[src/rtl/ternary_result_decoder.sv]
// Serial 3's-complement BCT to sign-and-magnitude decoder, one trit per clock, LSB first.
// Define TERN_DEC_BINARY_EN to build the binary magnitude path; otherwise mag_bin is tied to 0.
module ternary_result_decoder #(
   parameter int TRITS = 3,
   parameter int BIN_W = 5
) (
   input  logic               clk,
   input  logic               reset,
   input  logic               in_valid,
   output logic               in_ready,
   input  logic [2*TRITS-1:0] sum_in,
   input  logic               ovf_in,
   output logic               out_valid,
   input  logic               out_ready,
   output logic               sign_out,
   output logic [2*TRITS-1:0] mag_out,
   output logic [BIN_W-1:0]   mag_bin,
   output logic               ovf_out,
   output logic               err_out
);

   localparam int IDX_W = (TRITS > 1) ? $clog2(TRITS) : 1;
   localparam logic [IDX_W-1:0] LAST_IDX = IDX_W'(TRITS - 1);

   typedef enum logic [1:0] {
      IDLE,
      CONV,
      DONE
   } stateType;

   stateType           state;
   stateType           stateNext;
   logic [2*TRITS-1:0] capWord;
   logic [IDX_W-1:0]   idx;
   logic               carry;
   logic               carryNext;
   logic [1:0]         curTrit;
   logic [1:0]         outTrit;
   logic [2:0]         negSum;
   logic               capNeg;
   logic               lastTrit;
   logic               illegal;
   logic               capture;

   assign in_ready = (state == IDLE);
   assign out_valid = (state == DONE);
   assign capture = in_ready && in_valid;
   assign capNeg = (sum_in[2*TRITS-1 -: 2] == 2'b10);
   assign lastTrit = (idx == LAST_IDX);

   always_ff @(posedge clk) begin
      if (reset) state <= IDLE;
      else       state <= stateNext;
   end

   always_comb begin
      // NOTE: every combinational output gets a default first so no path can infer a latch.
      stateNext = state;
      case (state)
         IDLE:    if (in_valid) stateNext = CONV;
         CONV:    if (lastTrit) stateNext = DONE;
         DONE:    if (out_ready) stateNext = IDLE;
         default: stateNext = IDLE;
      endcase
   end

   // Negative words are complemented digit by digit (2-d) with an initial +1 rippling up as carry.
   always_comb begin
      curTrit = capWord[{idx, 1'b0} +: 2];
      negSum = 3'd2 - {1'b0, curTrit} + {2'b00, carry};
      outTrit = curTrit;
      carryNext = 1'b0;
      if (sign_out) begin
         if (negSum >= 3'd3) begin
            outTrit = 2'(negSum - 3'd3);
            carryNext = 1'b1;
         end else begin
            outTrit = negSum[1:0];
         end
      end
   end

   always_comb begin
      illegal = 1'b0;
      for (int i = 0; i < TRITS; i++) begin
         if (capWord[2*i +: 2] == 2'b11) illegal = 1'b1;
      end
   end

   always_ff @(posedge clk) begin
      // NOTE: clocked state uses non-blocking assignments so every register samples pre-edge values.
      if (reset) begin
         capWord <= '0;
         idx <= '0;
         carry <= 1'b0;
         sign_out <= 1'b0;
         mag_out <= '0;
         ovf_out <= 1'b0;
         err_out <= 1'b0;
      end else begin
         case (state)
            IDLE: begin
               if (capture) begin
                  capWord <= sum_in;
                  ovf_out <= ovf_in;
                  sign_out <= capNeg;
                  carry <= capNeg;
                  mag_out <= '0;
                  idx <= '0;
                  err_out <= 1'b0;
               end
            end
            CONV: begin
               mag_out[{idx, 1'b0} +: 2] <= outTrit;
               carry <= carryNext;
               idx <= idx + 1'b1;
               if (lastTrit && illegal) begin
                  err_out <= 1'b1;
                  sign_out <= 1'b0;
                  mag_out <= '0;
               end
            end
            default: ;
         endcase
      end
   end

`ifdef TERN_DEC_BINARY_EN
   logic [BIN_W-1:0] weight;
   logic [BIN_W-1:0] binAcc;

   always_ff @(posedge clk) begin
      if (reset) begin
         weight <= '0;
         binAcc <= '0;
      end else begin
         case (state)
            IDLE: begin
               if (capture) begin
                  weight <= BIN_W'(1);
                  binAcc <= '0;
               end
            end
            CONV: begin
               weight <= weight + {weight[BIN_W-2:0], 1'b0};
               if (lastTrit && illegal) binAcc <= '0;
               else                     binAcc <= binAcc + BIN_W'(outTrit) * weight;
            end
            default: ;
         endcase
      end
   end

   assign mag_bin = binAcc;
`else
   assign mag_bin = '0;
`endif

endmodule

[config.mk]
export PLATFORM = sky130hd
export DESIGN_NAME = ternary_result_decoder
export DESIGN_NICKNAME = d
export VERILOG_FILES = /design/src/rtl/ternary_result_decoder.sv
export SDC_FILE = /design/constraint.sdc
export NUM_CORES = 1
export LEC_CHECK = 0
export CAP_MARGIN = 20
export CELL_PAD_IN_SITES_DETAIL_PLACEMENT = 1
export CELL_PAD_IN_SITES_GLOBAL_PLACEMENT = 1
export CORE_ASPECT_RATIO = 0.5
export CORE_MARGIN = 2
export CORE_UTILIZATION = 40
export DETAILED_ROUTE_END_ITERATION = 7
export DONT_BUFFER_PORTS = 1
export PLACE_DENSITY_LB_ADDON = 0.1
export REMOVE_ABC_BUFFERS = 1
export SLEW_MARGIN = 15
export SYNTH_ARGS = -nofsm -noshare
export SYNTH_HDL_FRONTEND = slang
export SYNTH_SLANG_ARGS = --single-unit
[constraint.sdc]
create_clock -name clk -period 6.4 [get_ports clk]
set_clock_uncertainty 0.2 [all_clocks]
set_input_delay 0.96 -clock clk [delete_from_list [all_inputs] [get_ports clk]]
set_output_delay 0.96 -clock clk [all_outputs]
set_load 0.05 [all_outputs]
==> results of run 1 <==
==> kinds of logic (layout without fill, tap and decap cells) <==
kind of cell / after synthesis / after routing
other: 1 / 5
multiplexers: 2 / 2
AO/OA/AOI/OAI: 33 / 33
buffers and inverters: 24 / 18
AND/OR/NAND/NOR: 47 / 47
flip-flops: 20 / 20
adder cells (fa/ha/maj): 7 / 7
==> worst max-delay path, cell delays in order, from the launching register on <==
cell     delay (ns)
dfxtp_1        0.45
mux2i_1        0.13
o21ai_1        0.19
ha_1           0.20
inv_1          0.05
ha_1           0.28
inv_1          0.04
ha_1           0.21
or4_1          0.48
nand3_1        0.09
o21ai_1        0.14
o21ai_1        0.19
==> cell usage after synthesis, types with 3 or more instances <==
cell      instances
inv_1            13
clkbuf_1          5
nor2b_1           3
o21ai_1           4
buf_4             5
nor3b_1           3
o21a_1            3
nand2_1          20
ha_1              7
a21oi_1          11
dfxtp_1          20
nor2_1            6
o32ai_1           4
nand3b_1          4
==> where the power goes <==
group / total (uW) / leakage (uW) / switching [uW] / internal [uW]
sequential: 142 / 0.000163 / 11.9 / 130
combinational: 50.3 / 0.000216 / 33.0 / 17.3
clock: 96.8 / 0.0000288 / 42.0 / 54.8
total: 289 / 0.000408 / 87.0 / 202
==> metal layers <==
layer	up-vias	share of wire	wire [microns]
met5	-	0	0
met4	0	0.0032	8
met3	2	0.058	147
met2	28	0.40	1000
met1	433	0.54	1370
li1	450	-	-
==> sequential cells by signal, summed over array words and instances (netlist names) <==
register	flops
err_out	1
mag_out	6
capWord	6
sign_out	1
carry	1
state	2
ovf_out	1
idx	2
==> final timing paths <==
path,to,slack [ns],cells after the start
max,mag_out[4]$_SDFFE_PP0P_,3.66,11
min,capWord[4]$_SDFFE_PP0P_,0.27,2
max reg2reg,mag_out[4]$_SDFFE_PP0P_,3.66,11
min reg2reg,capWord[4]$_SDFFE_PP0P_,0.27,2
==> area by class of cell <==
cell class                      instances  area (sq um)  share of cell area
Multi-Input combinational cell         94           587               0.513
Sequential cell                        20           400               0.350
Timing Repair Buffer                    1          7.51             0.00656
Clock buffer                            4          55.1              0.0481
Tap cell                               37          46.3              0.0404
Inverter                               13          48.8              0.0426
==> per-stage QoR <==
stage / hold slack [ns] / cells / util / instance area (sq um)
6_report: 0.273 / 169 / 0.443 / 1140
5_1_grt: 0.302 / 169 / 0.443 / 1140
4_1_cts: 0.276 / 169 / 0.443 / 1140
3_5_place_dp: 0.265 / 165 / 0.421 / 1090
3_3_place_gp: 0.256 / 165 / 0.421 / 1090
2_1_floorplan: 0.242 / 127 / - / 1040
==> impl_metrics.env, run 1 <==
export IMPL_status="finished clean"
export IMPL_synth_mux_area_frac=0.0185
export IMPL_ant_nets=0
export IMPL_slew_headroom=0.333
export IMPL_drc=0
export IMPL_setup_ws_ns=3.66
export IMPL_max_clock_path_buffers=2
export IMPL_fin_crit_ns=2.74
export IMPL_n_antenna_cell=0
export IMPL_row_count=13
export IMPL_drt_initial_drc_count=62
export IMPL_post_cts_setup_buffer_count=0
export IMPL_cp_start_kind="flop"
export IMPL_post_cts_resized=0
export IMPL_wl_microns=2530
export IMPL_finalPower_uw=289
export IMPL_holdCritStartpoint="capWord[4]$_SDFFE_PP0P_"
export IMPL_most_common_layout_cells="nand2_1, dfxtp_1, inv_1"
export IMPL_critPathKind="flop to flop"
export IMPL_synth_top_flop_cell="dfxtp_1"
export IMPL_place_ws_ns=3.70
export IMPL_drive_gt1_frac=0.0455
export IMPL_worstPathArrival_ns=2.73
export IMPL_critPathRequiredTime_ns=6.39
export IMPL_port_buffers=0
export IMPL_fillers=306
export IMPL_cp_startpoint="idx[1]$_SDFFE_PP0P_"
export IMPL_syn_instance_count=134
export IMPL_h_tree_depth=1
export IMPL_synth_edf_count=0
export IMPL_ir_drop_v=0.0000910
export IMPL_yosys_warnings=0
export IMPL_synthTopCellsByArea="dfxtp_1, ha_1, nand2_1"
export IMPL_period_share=0.429
export IMPL_die_h_microns=40.8
export IMPL_vias=913
export IMPL_initial_core_util=0.418
export IMPL_setup_violations=0
export IMPL_drv_slew=0
export IMPL_insertion_delay_ns=0.26
export IMPL_synth_area_leader_cell="dfxtp_1"
export IMPL_synth_top_family_by_area="simple AND/OR/NAND/NOR gates"
export IMPL_core_sq_um=2590
export IMPL_antenna_found_initial=0
export IMPL_grt_use_met3=0.0639
export IMPL_grt_pass1_wl_microns=4000
export IMPL_area_delta_synth_final_pct=5.90
export IMPL_synth_seq_cells=20
export IMPL_gp_congestion=0.779
export IMPL_synth_compound_area_frac=0.199
export IMPL_ys_types=35
export IMPL_fin_tns_setup_ns=0
export IMPL_worst_pin_slew_ns=0.998
export IMPL_p_leak_uw=0.000408
export IMPL_clk_pin_slew_ns=0.07
export IMPL_global_route_peak_usage_layer="met2"
export IMPL_grt_start_max_net_pins=23
export IMPL_die_x_microns=77.5
export IMPL_rsz0062_at_grt="no"
export IMPL_dpl_hpwl_microns=1960
export IMPL_dieArea_sq_um=3160
export IMPL_first_global_vias=803
export IMPL_fmax_mhz=364
export IMPL_yosysTopAreaCellShare=0.370
export IMPL_maxCapViolCount=0
export IMPL_cts_root_buf="clkbuf_8"
export IMPL_avgSynthCellArea_sq_um=8.07
export IMPL_power_density_nw_per_um2=253
export IMPL_postCtsHoldBufs=0
export IMPL_ys_seq_area_frac=0.370
export IMPL_synthXorXnorAreaFrac=0
export IMPL_end_kind="flop"
export IMPL_overflow=0
export IMPL_synthArstFlopShare=0
export IMPL_syn_area_sq_um=1080
export IMPL_hold_class="flop to flop"
export IMPL_timing_rr_start="idx[1]$_SDFFE_PP0P_"
export IMPL_use_met2=0.280
export IMPL_vias_per_cell=5.40
export IMPL_cts_sinks=20
export IMPL_fin_nets=151
export IMPL_cts_buffers=3
export IMPL_yosys_area_share_simple=0.227
export IMPL_synthAdderAreaFrac=0.0810
export IMPL_ios=27
export IMPL_worstPathMaxFanout=6
export IMPL_globalRouteMet1Util=0.226
export IMPL_drt_pass1_iterations=4
export IMPL_cts_tree="done"
export IMPL_grt_total_usage=0.173
export IMPL_detail_route_wl_per_cell_microns=15.0
export IMPL_finalHoldViolCount=0
No activity file was read; power rests on OpenSTA's default activity.
==> run 2, diff against run 1 <==
==> constraint.sdc (replaced) <==
create_clock -name clk -period 2.3 [get_ports clk]
set_clock_uncertainty 0.2 [all_clocks]
set_input_delay 0.345 -clock clk [delete_from_list [all_inputs] [get_ports clk]]
set_output_delay 0.345 -clock clk [all_outputs]
set_load 0.05 [all_outputs]
==> impl_metrics.env, run 2 (synthesis gave the netlist of run 1 again) <==
export IMPL_grt_start_max_net_pins=15
export IMPL_period_share=1.06
export IMPL_grt_total_usage=0.232
export IMPL_largest_registers="capWord (6), mag_out (6)"
export IMPL_vias=1033
export IMPL_drc=0
export IMPL_violations="setup timing"
export IMPL_drt_pass1_iterations=4
export IMPL_dp_cells=182
export IMPL_critPathKind="flop to flop"
export IMPL_clk_pin_slew_ns=0.08
export IMPL_row_count=13
export IMPL_pwr_share_seq=0.395
export IMPL_grt_pass1_wl_microns=5260
export IMPL_drt_initial_drc_count=55
export IMPL_finalHoldViolCount=0
export IMPL_crit_chain="nand3b_1, o21ai_2, ha_2, inv_2, ha_4, inv_4, ha_4, or4_1, o211ai_1, o32ai_1"
export IMPL_initial_core_util=0.418
export IMPL_p_int_uw=694
export IMPL_wl_microns=3330
export IMPL_ios=27
export IMPL_min_path_cells=2
export IMPL_core_sq_um=2590
export IMPL_detail_route_wl_per_cell_microns=16.9
export IMPL_cts_tree="done"
export IMPL_maxCapViolCount=0
export IMPL_worst_path_max_delay_cell="or4_1"
export IMPL_die_x_microns=77.5
export IMPL_worst_pin_slew_ns=0.519
export IMPL_worstPathArrival_ns=2.38
export IMPL_n_antenna_cell=0
export IMPL_first_global_vias=1017
export IMPL_p_clk_frac=0.368
export IMPL_insertion_delay_ns=0.27
export IMPL_fin_crit_ns=2.44
export IMPL_cp_start_kind="flop"
export IMPL_overflow=0
export IMPL_max_clock_path_buffers=2
export IMPL_cp_num_cells=10
export IMPL_critPathTopFamily="adder cells"
export IMPL_final_common_cell="nand2_1"
export IMPL_port_buffers=0
export IMPL_ir_drop_v=0.000315
export IMPL_dieArea_sq_um=3160
export IMPL_dpl_hpwl_microns=2170
export IMPL_critPathRequiredTime_ns=2.24
export IMPL_gp_congestion=0.799
export IMPL_ant_nets=0
export IMPL_die_h_microns=40.8
export IMPL_p_comb_frac=0.237
export IMPL_fin_nets=179
export IMPL_power_density_nw_per_um2=669
export IMPL_fmax_mhz=410
export IMPL_drive_gt1_frac=0.244
export IMPL_slew_headroom=0.654
export IMPL_fillers=306
export IMPL_setup_violations=7
export IMPL_r2r_cells=10
export IMPL_status="complete, but fails checks"
export IMPL_p_leak_uw=0.000582
export IMPL_most_common_layout_cells="nand2_1, buf_4, dfxtp_1"
export IMPL_fin_cells=197
export IMPL_antenna_found_initial=0
export IMPL_critPathBufInv=2
export IMPL_cp_slowest_stage_delay_ns=0.41
export IMPL_area_delta_synth_final_pct=35.6
export IMPL_place_ws_ns=-0.312
export IMPL_drv_slew=0
export IMPL_cts_root_buf="clkbuf_8"
export IMPL_worstPathMaxFanout=5
export IMPL_cp_common_cell="ha_4"
export IMPL_hold_class="input pin to flop"
export IMPL_cts_buffers=3
export IMPL_h_tree_depth=1
export IMPL_vias_per_cell=5.24
export IMPL_fin_tns_setup_ns=-0.678
export IMPL_rsz0062_at_grt="yes"
export IMPL_p_sw_frac=0.292
export IMPL_switchingPower_uw=287
export IMPL_end_kind="flop"
export IMPL_cts_sinks=20
export IMPL_setup_ws_ns=-0.138
[run 2: timing repair]
action,in CTS,in global routing
endpoints found under the setup margin,7,10
setup buffers,1,0
pin swaps,9,6
endpoints found under the hold margin,18,0
resized for setup,9,10
hold buffers,10,0
[run 2: worst register-to-register path: stages (launching register included)]
cell,delay [ns]
dfxtp_4,0.37
nand3b_1,0.20
o21ai_2,0.10
ha_2,0.22
inv_2,0.06
ha_4,0.28
inv_4,0.03
ha_4,0.15
or4_1,0.41
o211ai_1,0.17
o32ai_1,0.12
[run 2: worst paths after layout]
| check | from | to | slack, ns |
|---|---|---|---|
| worst max-delay path | idx[1]$_SDFFE_PP0P_ | mag_out[1]$_SDFFE_PP0P_ | -0.14 |
| worst min-delay path | reset | sign_out$_SDFFE_PP0P_ | 0.08 |
| worst max register to register | idx[1]$_SDFFE_PP0P_ | mag_out[1]$_SDFFE_PP0P_ | -0.14 |
| worst min register to register | carry$_SDFFE_PP0P_ | carry$_SDFFE_PP0P_ | 0.36 |
[run 2: area by class of cell]
class | count | area (sq um) | share of cell area
multi-input cells | 94 | 649 | 0.443
well taps | 37 | 46.3 | 0.0316
repair buffers | 29 | 243 | 0.166
flip-flops and latches | 20 | 405 | 0.276
clock buffers | 3 | 41.3 | 0.0282
inverters | 13 | 51.3 | 0.0350
clock inverters | 1 | 30.0 | 0.0205
[run 2: power by group through the flow]
stage / registers (uW) / logic [uW] / clock network [uW]
global route: 390 / 256 / 383
global placement: 393 / 176 / 0
finish: 388 / 233 / 361
detailed placement: 394 / 183 / 0
floorplan: 398 / 113 / 0
CTS: 386 / 219 / 367
[run 2: stage by stage]
step           total power (uW)  instance area (sq um)   util  hold slack (ns)
3_5_place_dp                577                   1220  0.471            0.218
4_1_cts                     972                   1430  0.554           0.0705
6_report                    981                   1470  0.567           0.0772
2_1_floorplan               511                   1040      -            0.214
5_1_grt                    1030                   1470  0.567           0.0931
3_3_place_gp                570                   1220  0.471            0.217
[run 2: layer usage]
| metal | up-vias | track usage | part of all wire |
|---|---|---|---|
| met2 | 31 | 0.411 | 0.44 |
| met4 | 0 | 0.0625 | 0.011 |
| met1 | 488 | 0.284 | 0.48 |
| li1 | 509 | - | - |
| met3 | 5 | 0.0771 | 0.068 |
| met5 | - | 0 | 0 |
==> run 3, diff against run 2 <==
--- a/config.mk
+++ b/config.mk
@@ -14,7 +14,6 @@
 export DETAILED_ROUTE_END_ITERATION = 7
 export DONT_BUFFER_PORTS = 1
 export PLACE_DENSITY_LB_ADDON = 0.1
-export REMOVE_ABC_BUFFERS = 1
 export SLEW_MARGIN = 15
 export SYNTH_ARGS = -nofsm -noshare
 export SYNTH_HDL_FRONTEND = slang
==> impl_metrics.env, run 3 (synthesis gave the netlist of run 1 again) <==
export IMPL_status="complete, but fails checks"
export IMPL_violations="setup timing"
export IMPL_h_tree_depth=1
export IMPL_slew_headroom=0.642
export IMPL_detail_route_wl_per_cell_microns=16.4
export IMPL_cts_buffers=3
export IMPL_drv_slew=0
export IMPL_worst_pin_slew_ns=0.536
export IMPL_worst_path_max_delay_cell="or4_1"
export IMPL_p_leak_uw=0.000543
export IMPL_maxCapViolCount=0
export IMPL_clk_pin_slew_ns=0.07
export IMPL_critPathRequiredTime_ns=2.23
export IMPL_die_x_microns=77.5
export IMPL_fin_cells=193
export IMPL_r2r_cells=10
export IMPL_worstPathArrival_ns=2.26
export IMPL_min_path_cells=2
export IMPL_end_kind="flop"
export IMPL_row_count=13
export IMPL_gp_congestion=0.759
export IMPL_hold_class="input pin to flop"
export IMPL_antenna_found_initial=0
export IMPL_r2r_slack_ns=-0.03
export IMPL_largest_registers="capWord (6), mag_out (6)"
export IMPL_drc=0
export IMPL_drt_pass1_iterations=4
export IMPL_ant_nets=0
export IMPL_fin_nets=175
export IMPL_hold_worst_slack_ns=0.0718
export IMPL_core_sq_um=2590
export IMPL_grt_pass1_wl_microns=4810
export IMPL_cp_startpoint="idx[1]$_SDFFE_PP0P_"
export IMPL_rsz0062_at_grt="yes"
export IMPL_timing_rr_start="idx[1]$_SDFFE_PP0P_"
export IMPL_overflow=0
export IMPL_power_density_nw_per_um2=623
export IMPL_crit_chain="nand3b_1, o21ai_2, ha_2, inv_2, ha_4, inv_2, ha_4, or4_1, o211ai_1, o32ai_1"
export IMPL_holdCritStartpoint="out_ready"
export IMPL_wl_microns=3170
export IMPL_fin_area_sq_um=1410
export IMPL_grt_start_max_net_pins=15
export IMPL_initial_core_util=0.418
export IMPL_cts_root_buf="clkbuf_8"
export IMPL_insertion_delay_ns=0.26
export IMPL_port_buffers=0
export IMPL_period_share=1.01
export IMPL_most_common_layout_cells="nand2_1, dfxtp_1, buf_4"
export IMPL_dpl_cell_area_sq_um=1190
export IMPL_cp_start_kind="flop"
export IMPL_setup_violations=5
export IMPL_dieArea_sq_um=3160
export IMPL_area_delta_synth_final_pct=30.8
export IMPL_n_antenna_cell=0
export IMPL_die_h_microns=40.8
export IMPL_cts_tree="done"
export IMPL_dpl_hpwl_microns=2080
export IMPL_critPathKind="flop to flop"
export IMPL_fin_crit_ns=2.33
export IMPL_drt_initial_drc_count=38
export IMPL_worstPathMaxFanout=5
export IMPL_fmax_mhz=430
export IMPL_ir_drop_v=0.000310
export IMPL_vias=1017
export IMPL_vias_per_cell=5.27
export IMPL_grt_total_usage=0.209
export IMPL_max_clock_path_buffers=2
export IMPL_dp_cells=177
export IMPL_drive_gt1_frac=0.218
export IMPL_final_common_cell="nand2_1"
export IMPL_hold_path_endpoint="state[1]$_SDFFE_PP0P_"
export IMPL_cts_sinks=20
export IMPL_finalHoldViolCount=0
export IMPL_r2r_end="mag_out[1]$_SDFFE_PP0P_"
export IMPL_ios=27
export IMPL_first_global_vias=950
export IMPL_cp_slowest_stage_delay_ns=0.39
export IMPL_setup_ws_ns=-0.0264
## run 3: area by class of cell
type / instances / area (sq um)
Clock buffer: 4 / 55.1
Fill cell: 317 / 1170
Inverter: 13 / 48.8
Multi-Input combinational cell: 94 / 648
Sequential cell: 20 / 403
Tap cell: 37 / 46.3
Timing Repair Buffer: 25 / 213
## run 3: metal layers
layer  wire length, microns  part of all wire  global-route usage  vias up
li1                       -                 -                   -      499
met1                   1560              0.49               0.264      498
met2                   1470              0.46               0.391       20
met3                    136             0.043              0.0551        0
met4                      0                 0              0.0134        0
met5                      0                 0                   0        -
## run 3: worst max path at each step
stage                                         end  slack (ns)  depth (start not counted)
final                     mag_out[1]$_SDFFE_PP0P_       -0.03                         10
after global routing      mag_out[1]$_SDFFE_PP0P_       -0.15                          8
after CTS                 mag_out[1]$_SDFFE_PP0P_       -0.03                          8
after detailed placement  mag_out[1]$_SDFFE_PP0P_       -0.09                         10
after floorplan           mag_out[0]$_SDFFE_PP0P_      0.0009                         12
after global placement    mag_out[1]$_SDFFE_PP0P_       0.001                         10
## run 3: timing repair
action	4_1_cts	5_1_grt
gates cloned	0	0
pin swaps	7	2
hold endpoints to repair	18	0
setup buffers	2	0
hold buffers	10	0
setup endpoints to repair	6	7
gates resized for setup	6	4
## run 3: stage by stage
stage / setup slack (ns) / utilization / total power (uW) / setup TNS, ns
2_1_floorplan: 0.000854 / - / 532 / 0
5_1_grt: -0.152 / 0.547 / 927 / -0.776
4_1_cts: -0.0308 / 0.540 / 877 / -0.0837
3_5_place_dp: -0.0865 / 0.462 / 571 / -0.340
6_report: -0.0264 / 0.547 / 881 / -0.0655
3_3_place_gp: 0.00133 / 0.462 / 565 / 0
## run 3: critical path: cells and delay by family, from the launching register on
| family | cells | cell delay [ns] |
|---|---|---|
| AOI/OAI and AO/OA | 3 | 0.37 |
| adders and majority gates | 3 | 0.63 |
| and+or+nand+nor | 2 | 0.57 |
| buffers and inverters | 2 | 0.09 |
| DFF | 1 | 0.34 |
## run 3: where the power goes
part / internal, uW / leakage (uW) / switching, uW
Clock: 152 / 0.0000288 / 115
Sequential: 363 / 0.000164 / 26.7
Combinational: 95.4 / 0.000350 / 128
